[src/rtl/lsu_pkg.sv]
// lsu_pkg: shared types for the load/store unit.
//   size_e   - access size encoding (byte, half, word)
//   state_e  - LSU control FSM states
//   decode_size   - maps the raw 2-bit core size field onto size_e (3 -> word)
//   is_misaligned - natural-alignment check for a given size and low address bits
package lsu_pkg;

  typedef enum logic [1:0] {
    SZ_B = 2'd0,
    SZ_H = 2'd1,
    SZ_W = 2'd2
  } size_e;

  typedef enum logic [1:0] {
    IDLE   = 2'd0,
    REQ    = 2'd1,
    WAIT_R = 2'd2,
    RESP   = 2'd3
  } state_e;

  // The core encodes size in two bits; the unused code 3 behaves as a word.
  function automatic size_e decode_size(input logic [1:0] raw);
    case (raw)
      2'd0:    return SZ_B;
      2'd1:    return SZ_H;
      default: return SZ_W;
    endcase
  endfunction

  // Bytes are always aligned; halves need addr[0]=0; words need addr[1:0]=0.
  function automatic logic is_misaligned(input size_e size, input logic [1:0] addr_lo);
    case (size)
      SZ_H:    return addr_lo[0];
      SZ_W:    return (addr_lo != 2'b00);
      default: return 1'b0;
    endcase
  endfunction

endpackage

[src/rtl/lsu_align.sv]
// lsu_align: combinational byte-lane logic for the LSU.
//   size, addr_lo   - access size and byte offset within the word
//   wen             - 1 = store (enables the write strobe), 0 = load
//   wdata           - right-aligned store data from the core
//   rdata           - full aligned word returned by memory
//   is_unsigned     - zero-extend instead of sign-extend narrow loads
//   wmask           - byte-lane write strobe (0 for loads)
//   wdata_sh        - store data shifted onto its byte lanes
//   rdata_ext       - selected load lane, truncated and extended to 32 bits
module lsu_align
  import lsu_pkg::*;
(
  input  size_e       size,
  input  logic [1:0]  addr_lo,
  input  logic        wen,
  input  logic [31:0] wdata,
  input  logic [31:0] rdata,
  input  logic        is_unsigned,
  output logic [3:0]  wmask,
  output logic [31:0] wdata_sh,
  output logic [31:0] rdata_ext
);

  logic [4:0]  shamt;
  logic [31:0] lane;

  // Byte offset expressed as a bit shift amount.
  assign shamt    = {addr_lo, 3'b000};
  assign lane     = rdata >> shamt;
  assign wdata_sh = wdata << shamt;

  always_comb begin
    wmask     = 4'b0000;
    rdata_ext = lane;
    case (size)
      SZ_B: begin
        wmask     = 4'b0001 << addr_lo;
        rdata_ext = is_unsigned ? {24'h000000, lane[7:0]}
                                : {{24{lane[7]}}, lane[7:0]};
      end
      SZ_H: begin
        wmask     = 4'b0011 << addr_lo;
        rdata_ext = is_unsigned ? {16'h0000, lane[15:0]}
                                : {{16{lane[15]}}, lane[15:0]};
      end
      default: begin
        // Words are only ever issued aligned, so the lane is the whole word.
        wmask     = 4'b1111;
        rdata_ext = lane;
      end
    endcase
    if (!wen) begin
      wmask = 4'b0000;
    end
  end

endmodule

[src/rtl/lsu.sv]
// lsu: load/store unit between the core pipeline and a word-wide memory port.
//   clk, rst      - clock; asynchronous active-low reset
//   req_*         - core request (valid/ready), store flag, byte address,
//                   right-aligned store data, size, unsigned-load flag
//   resp_*        - core response (valid/ready), extended load data, misalign error
//   mem_*         - memory request (valid/ready) with write flag, word address,
//                   lane-shifted data and byte strobe; mem_rvalid/mem_rdata return reads
//   state_dbg     - current FSM state for observation
//
// Handshakes: a transfer happens on a rising edge where both valid and ready
// are 1. A producer holding valid keeps its payload stable until that edge;
// ready may change freely and never depends on the transfer it completes.
// mem_rvalid has no ready: it is a one-cycle data strobe, honoured only in WAIT_R.
module lsu
  import lsu_pkg::*;
#(
  parameter int ADDR_W = 32
) (
  input  logic              clk,
  input  logic              rst,
  input  logic              req_valid,
  output logic              req_ready,
  input  logic              req_wen,
  input  logic [ADDR_W-1:0] req_addr,
  input  logic [31:0]       req_wdata,
  input  logic [1:0]        req_size,
  input  logic              req_unsigned,
  output logic              resp_valid,
  input  logic              resp_ready,
  output logic [31:0]       resp_rdata,
  output logic              resp_err,
  output logic              mem_valid,
  input  logic              mem_ready,
  output logic              mem_wen,
  output logic [ADDR_W-1:0] mem_addr,
  output logic [31:0]       mem_wdata,
  output logic [3:0]        mem_wmask,
  input  logic              mem_rvalid,
  input  logic [31:0]       mem_rdata,
  output state_e            state_dbg
);

  state_e      state_q, state_d;
  logic        wen_q;
  logic [ADDR_W-1:0] addr_q;
  logic [31:0] wdata_q;
  size_e       size_q;
  logic        uns_q;
  logic [31:0] rdata_q;
  logic        err_q;

  logic        accept;
  logic        req_misaligned;
  logic [3:0]  lane_wmask;
  logic [31:0] lane_wdata;
  logic [31:0] lane_rdata;

  // Alignment is judged on the live request so a misaligned access never
  // reaches REQ and therefore never touches memory.
  assign req_misaligned = is_misaligned(decode_size(req_size), req_addr[1:0]);
  assign accept         = (state_q == IDLE) && req_valid;
  assign state_dbg      = state_q;

  lsu_align u_align (
    .size        (size_q),
    .addr_lo     (addr_q[1:0]),
    .wen         (wen_q),
    .wdata       (wdata_q),
    .rdata       (mem_rdata),
    .is_unsigned (uns_q),
    .wmask       (lane_wmask),
    .wdata_sh    (lane_wdata),
    .rdata_ext   (lane_rdata)
  );

  always_ff @(posedge clk or negedge rst) begin
    if (!rst) begin
      state_q <= IDLE;
    end else begin
      state_q <= state_d;
    end
  end

  always_comb begin
    state_d    = state_q;
    req_ready  = 1'b0;
    resp_valid = 1'b0;
    resp_rdata = 32'h0;
    resp_err   = 1'b0;
    mem_valid  = 1'b0;
    mem_wen    = 1'b0;
    mem_addr   = '0;
    mem_wdata  = 32'h0;
    mem_wmask  = 4'b0000;
    case (state_q)
      IDLE: begin
        req_ready = 1'b1;
        if (req_valid) begin
          state_d = req_misaligned ? RESP : REQ;
        end
      end
      REQ: begin
        mem_valid = 1'b1;
        mem_wen   = wen_q;
        mem_addr  = {addr_q[ADDR_W-1:2], 2'b00};
        mem_wdata = wen_q ? lane_wdata : 32'h0;
        mem_wmask = lane_wmask;
        if (mem_ready) begin
          state_d = wen_q ? RESP : WAIT_R;
        end
      end
      WAIT_R: begin
        if (mem_rvalid) begin
          state_d = RESP;
        end
      end
      RESP: begin
        resp_valid = 1'b1;
        resp_rdata = rdata_q;
        resp_err   = err_q;
        // Returning to IDLE means the next request is taken a cycle later.
        if (resp_ready) begin
          state_d = IDLE;
        end
      end
      default: begin
        state_d = IDLE;
      end
    endcase
  end

  // Request fields and the response payload. rdata_q is cleared on accept so
  // stores and misaligned accesses answer with zero data.
  always_ff @(posedge clk or negedge rst) begin
    if (!rst) begin
      wen_q   <= 1'b0;
      addr_q  <= '0;
      wdata_q <= 32'h0;
      size_q  <= SZ_B;
      uns_q   <= 1'b0;
      rdata_q <= 32'h0;
      err_q   <= 1'b0;
    end else begin
      if (accept) begin
        wen_q   <= req_wen;
        addr_q  <= req_addr;
        wdata_q <= req_wdata;
        size_q  <= decode_size(req_size);
        uns_q   <= req_unsigned;
        rdata_q <= 32'h0;
        err_q   <= req_misaligned;
      end else if ((state_q == WAIT_R) && mem_rvalid) begin
        rdata_q <= lane_rdata;
      end
    end
  end

endmodule

[config.mk]
export PLATFORM = sky130hd
export DESIGN_NAME = lsu
export DESIGN_NICKNAME = d
export VERILOG_FILES = /design/src/rtl/lsu_pkg.sv /design/src/rtl/lsu_align.sv /design/src/rtl/lsu.sv
export SDC_FILE = /design/constraint.sdc
export NUM_CORES = 1
export LEC_CHECK = 0
export CAP_MARGIN = 20
export CORE_MARGIN = 1
export CORE_UTILIZATION = 45
export DETAILED_ROUTE_END_ITERATION = 12
export GPL_TIMING_DRIVEN = 0
export PLACE_DENSITY = 0.9
export SLEW_MARGIN = 5
export SYNTH_ARGS = -nofsm -noshare
export SYNTH_HDL_FRONTEND = slang
export SYNTH_SLANG_ARGS = --single-unit
[constraint.sdc]
create_clock -name clk -period 2.3 [get_ports clk]
set_input_delay 0.69 -clock clk [delete_from_list [all_inputs] [get_ports clk]]
set_output_delay 0.69 -clock clk [all_outputs]
set_load 0.005 [all_outputs]
==> flow_metrics.env <==
export IMPL_hold_buffers=0
export IMPL_die_h_um=114
export IMPL_avgSynthCellArea_sq_um=10.9
export IMPL_path_cells="buf_6, buf_12, mux2i_4, nor2_1, a21oi_1, nor2_1, buf_2"
export IMPL_swShare_pct=39.6
export IMPL_num_fill_cells=750
export IMPL_grt_most_used_layer="met2"
export IMPL_routed_via_density=5.72
export IMPL_cts_tree="done"
export IMPL_cap_violations=0
export IMPL_tns_ns=-5.70
export IMPL_setup_ws_ns=-0.187
export IMPL_ys_warn_count=0
export IMPL_die_area_sq_um=12900
export IMPL_grt_overflow_total=0
export IMPL_use_met2_pct=54.6
export IMPL_synth_async_reset_ratio_pct=100
export IMPL_io_buffers=210
export IMPL_cts_root_buf="clkbuf_16"
export IMPL_clk_pin_slew_worst_paths_ns=0.07
export IMPL_dieWidth_um=114
export IMPL_cp_required_ns=1.61
export IMPL_fin_nets=902
export IMPL_yosys_top_cells_count="dfrtp_1, mux2_2, and2_1, nor2_1, mux2i_1"
export IMPL_grt_pass1_wl_mm=30.7
export IMPL_yosys_area_top_type="dfrtp_1"
export IMPL_place_hpwl_mm=13.4
export IMPL_wl_mm=21.3
export IMPL_critPathKind="register to primary output"
export IMPL_grt_usage_pct=31.5
export IMPL_min_period_over_period_pct=108
export IMPL_start_util_pct=46.5
export IMPL_area_growth_pct=68.1
export IMPL_syn_cell_area_sq_um=5600
export IMPL_vias=5520
export IMPL_wl_per_cell_um=22.1
export IMPL_power_density_nw_per_um2=1350
export IMPL_rsz0062_at_grt="true"
export IMPL_grt_use_met1_pct=36.9
export IMPL_fin_worst_skew_ns=0.00738
export IMPL_internal_power_w=0.00770
export IMPL_synth_most_common_cell="dfrtp_1"
export IMPL_cts_made_buffers=9
export IMPL_num_rows=40
export IMPL_ant_nets=0
export IMPL_seq_power_share_pct=27.8
export IMPL_critPathMaxStageDelay_ns=0.39
export IMPL_seq_area_sq_um=2580
export IMPL_synth_ff_type="dfrtp_1"
export IMPL_crit_fanout=7
export IMPL_peakVddDrop_uv=690
export IMPL_crit_arrival_ns=1.80
export IMPL_violations="negative setup slack"
export IMPL_cp_start_kind="register"
export IMPL_power_total_w=0.0127
export IMPL_ys_types=36
export IMPL_grt_max_degree=60
export IMPL_htreeDepth=3
export IMPL_hold_viol=0
export IMPL_gp_congestion=0.896
export IMPL_status="finished with violations"
export IMPL_power_switching_w=0.00504
export IMPL_synth_edf_count=0
export IMPL_grt_pass1_vias=5615
export IMPL_pin_count=213
export IMPL_critPathBufInv=3
export IMPL_multiInputGateArea_sq_um=3460
export IMPL_clockPowerShare_pct=11.4
export IMPL_route_detailed_drc=0
export IMPL_worstMarginPinSlew_ns=0.963
export IMPL_end_kind="primary output"
export IMPL_hold_class="input pin to async pin"
export IMPL_coreArea_sq_um=12100
export IMPL_combinationalPowerShare_pct=60.8
export IMPL_drtIter0Drc=316
export IMPL_synthCells=514
export IMPL_cpMostUsedCell="nor2_1"
export IMPL_cts_buffer_depth=2
export IMPL_synth_top_area_share_pct=46.0
export IMPL_grt_met3_usage_pct=6.43
export IMPL_crit_family="buffers and inverters"
export IMPL_cts_sinks=103
export IMPL_synth_seq_cells=103
export IMPL_ys_seq_area_share_pct=46.0
export IMPL_clkLatencyLatePin_ns=0.35
export IMPL_power_leakage_nw=4.23
export IMPL_period_minus_slack_ns=2.49
export IMPL_firstDrtPassIters=5
export IMPL_fmax_ghz=0.402
export IMPL_antenna_found_initial=1
export IMPL_setup_viol_count_final=68
export IMPL_finalMaxSlewViolations=0
export IMPL_relSlewSlack_pct=35.3
export IMPL_slowest_stage="dfrtp_1"
export IMPL_layout_drive_gt1_share_pct=50.9
export IMPL_ys_top_cells_by_area="dfrtp_1, mux2_2, and2_1"
## placed cells by master (no fill, tap or decap), types with 11 or more instances in the layout
master	n
dfrtp_1	99
a21oi_1	15
o21ai_0	25
clkdlybuf4s50_1	104
buf_2	25
buf_4	34
nor2_1	20
mux2i_1	18
nand2_1	17
buf_6	49
mux2_2	77
buf_8	11
mux2i_4	13
a221o_2	16
clkbuf_16	12
clkbuf_2	49
and2_4	24
and2_1	39
## power by group through the flow
| stage | registers (W) | logic (W) | clock network (W) |
|---|---|---|---|
| CTS | 0.00339 | 0.00678 | 0.00145 |
| floorplan | 0.00307 | 0.00312 | 0 |
| global route | 0.00361 | 0.00813 | 0.00154 |
| finish | 0.00353 | 0.00775 | 0.00146 |
| detailed placement | 0.00328 | 0.00502 | 0 |
| global placement | 0.00322 | 0.00482 | 0 |
## kinds of logic after synthesis
group	count (synthesis)	share of synthesized area, %
and+or+nand+nor	153	15.1
muxes	110	21.6
DFF	103	46.0
AOI/OAI and AO/OA	93	12.1
buffers and inverters	48	3.80
adders and majority gates	5	1.12
other	1	0.0669
xor gates and xnor gates	1	0.156
## worst register-to-register path, stage by stage (launching register included)
cell	delay (ns)
dfrtp_2	0.38
inv_2	0.06
buf_4	0.13
buf_4	0.14
ha_4	0.18
nand2_4	0.13
nand3_2	0.23
nor3_1	0.81
a221o_2	0.31
## per-layer routing
layer / part of all wire, % / vias to the layer above / routed length (um)
met5: 0 / - / 0
met3: 8.3 / 86 / 1780
li1: - / 2376 / -
met1: 37 / 2711 / 7830
met4: 5.1 / 0 / 1090
met2: 50 / 347 / 10600
## repair_timing
action                                  CTS  global route
resized for setup                       428           216
pin swaps                                19            39
gates cloned                              5             2
setup buffers                            39            18
endpoints found under the setup margin  116           122
## per-stage QoR
stage / instance area, sq um / hold WS (ns) / utilization [%] / setup slack [ns] / std cells
2_1_floorplan: 5610 / 0.394 / - / 0.193 / 515
3_3_place_gp: 7920 / 0.459 / 65.7 / -3.19 / 893
3_5_place_dp: 7940 / 0.464 / 65.9 / -0.731 / 894
4_1_cts: 9170 / 0.449 / 76.0 / -0.218 / 952
5_1_grt: 9420 / 0.481 / 78.1 / -0.208 / 965
6_report: 9420 / 0.429 / 78.1 / -0.187 / 965
## cell type report
cell class	count	area share, %
clock inverter	5	0.345
timing repair buffer	270	25.6
buffer	37	4.77
inverter	6	0.292
clock buffer	11	2.58
tap	168	2.23
antenna	1	0.0266
multi-input combinational	364	36.8
sequential	103	27.4
## state kept, by name, indices dropped and copies added (netlist names)
| signal | count |
|---|---|
| addr_q | 32 |
| rdata_q | 32 |
| wdata_q | 32 |
| size_q | 2 |
| state_dbg | 2 |
| err_q | 1 |
| uns_q | 1 |
| wen_q | 1 |
## path summary, 6_finish.rpt
kind	to	slack (ns)	depth (start not counted)	start
worst max-delay path	mem_wdata[18]	-0.19	7	addr_q[1]
worst min-delay path	rdata_q[26]	0.43	1	rst
worst max register to register	rdata_q[17]	-0.12	8	state_dbg[1]
worst min register to register	rdata_q[9]	0.48	2	rdata_q[9]
max in group asynchronous	size_q[0]	1.17	2	rst
min in group clk	rdata_q[9]	0.48	2	rdata_q[9]
Power figures use the tool's default switching activity.
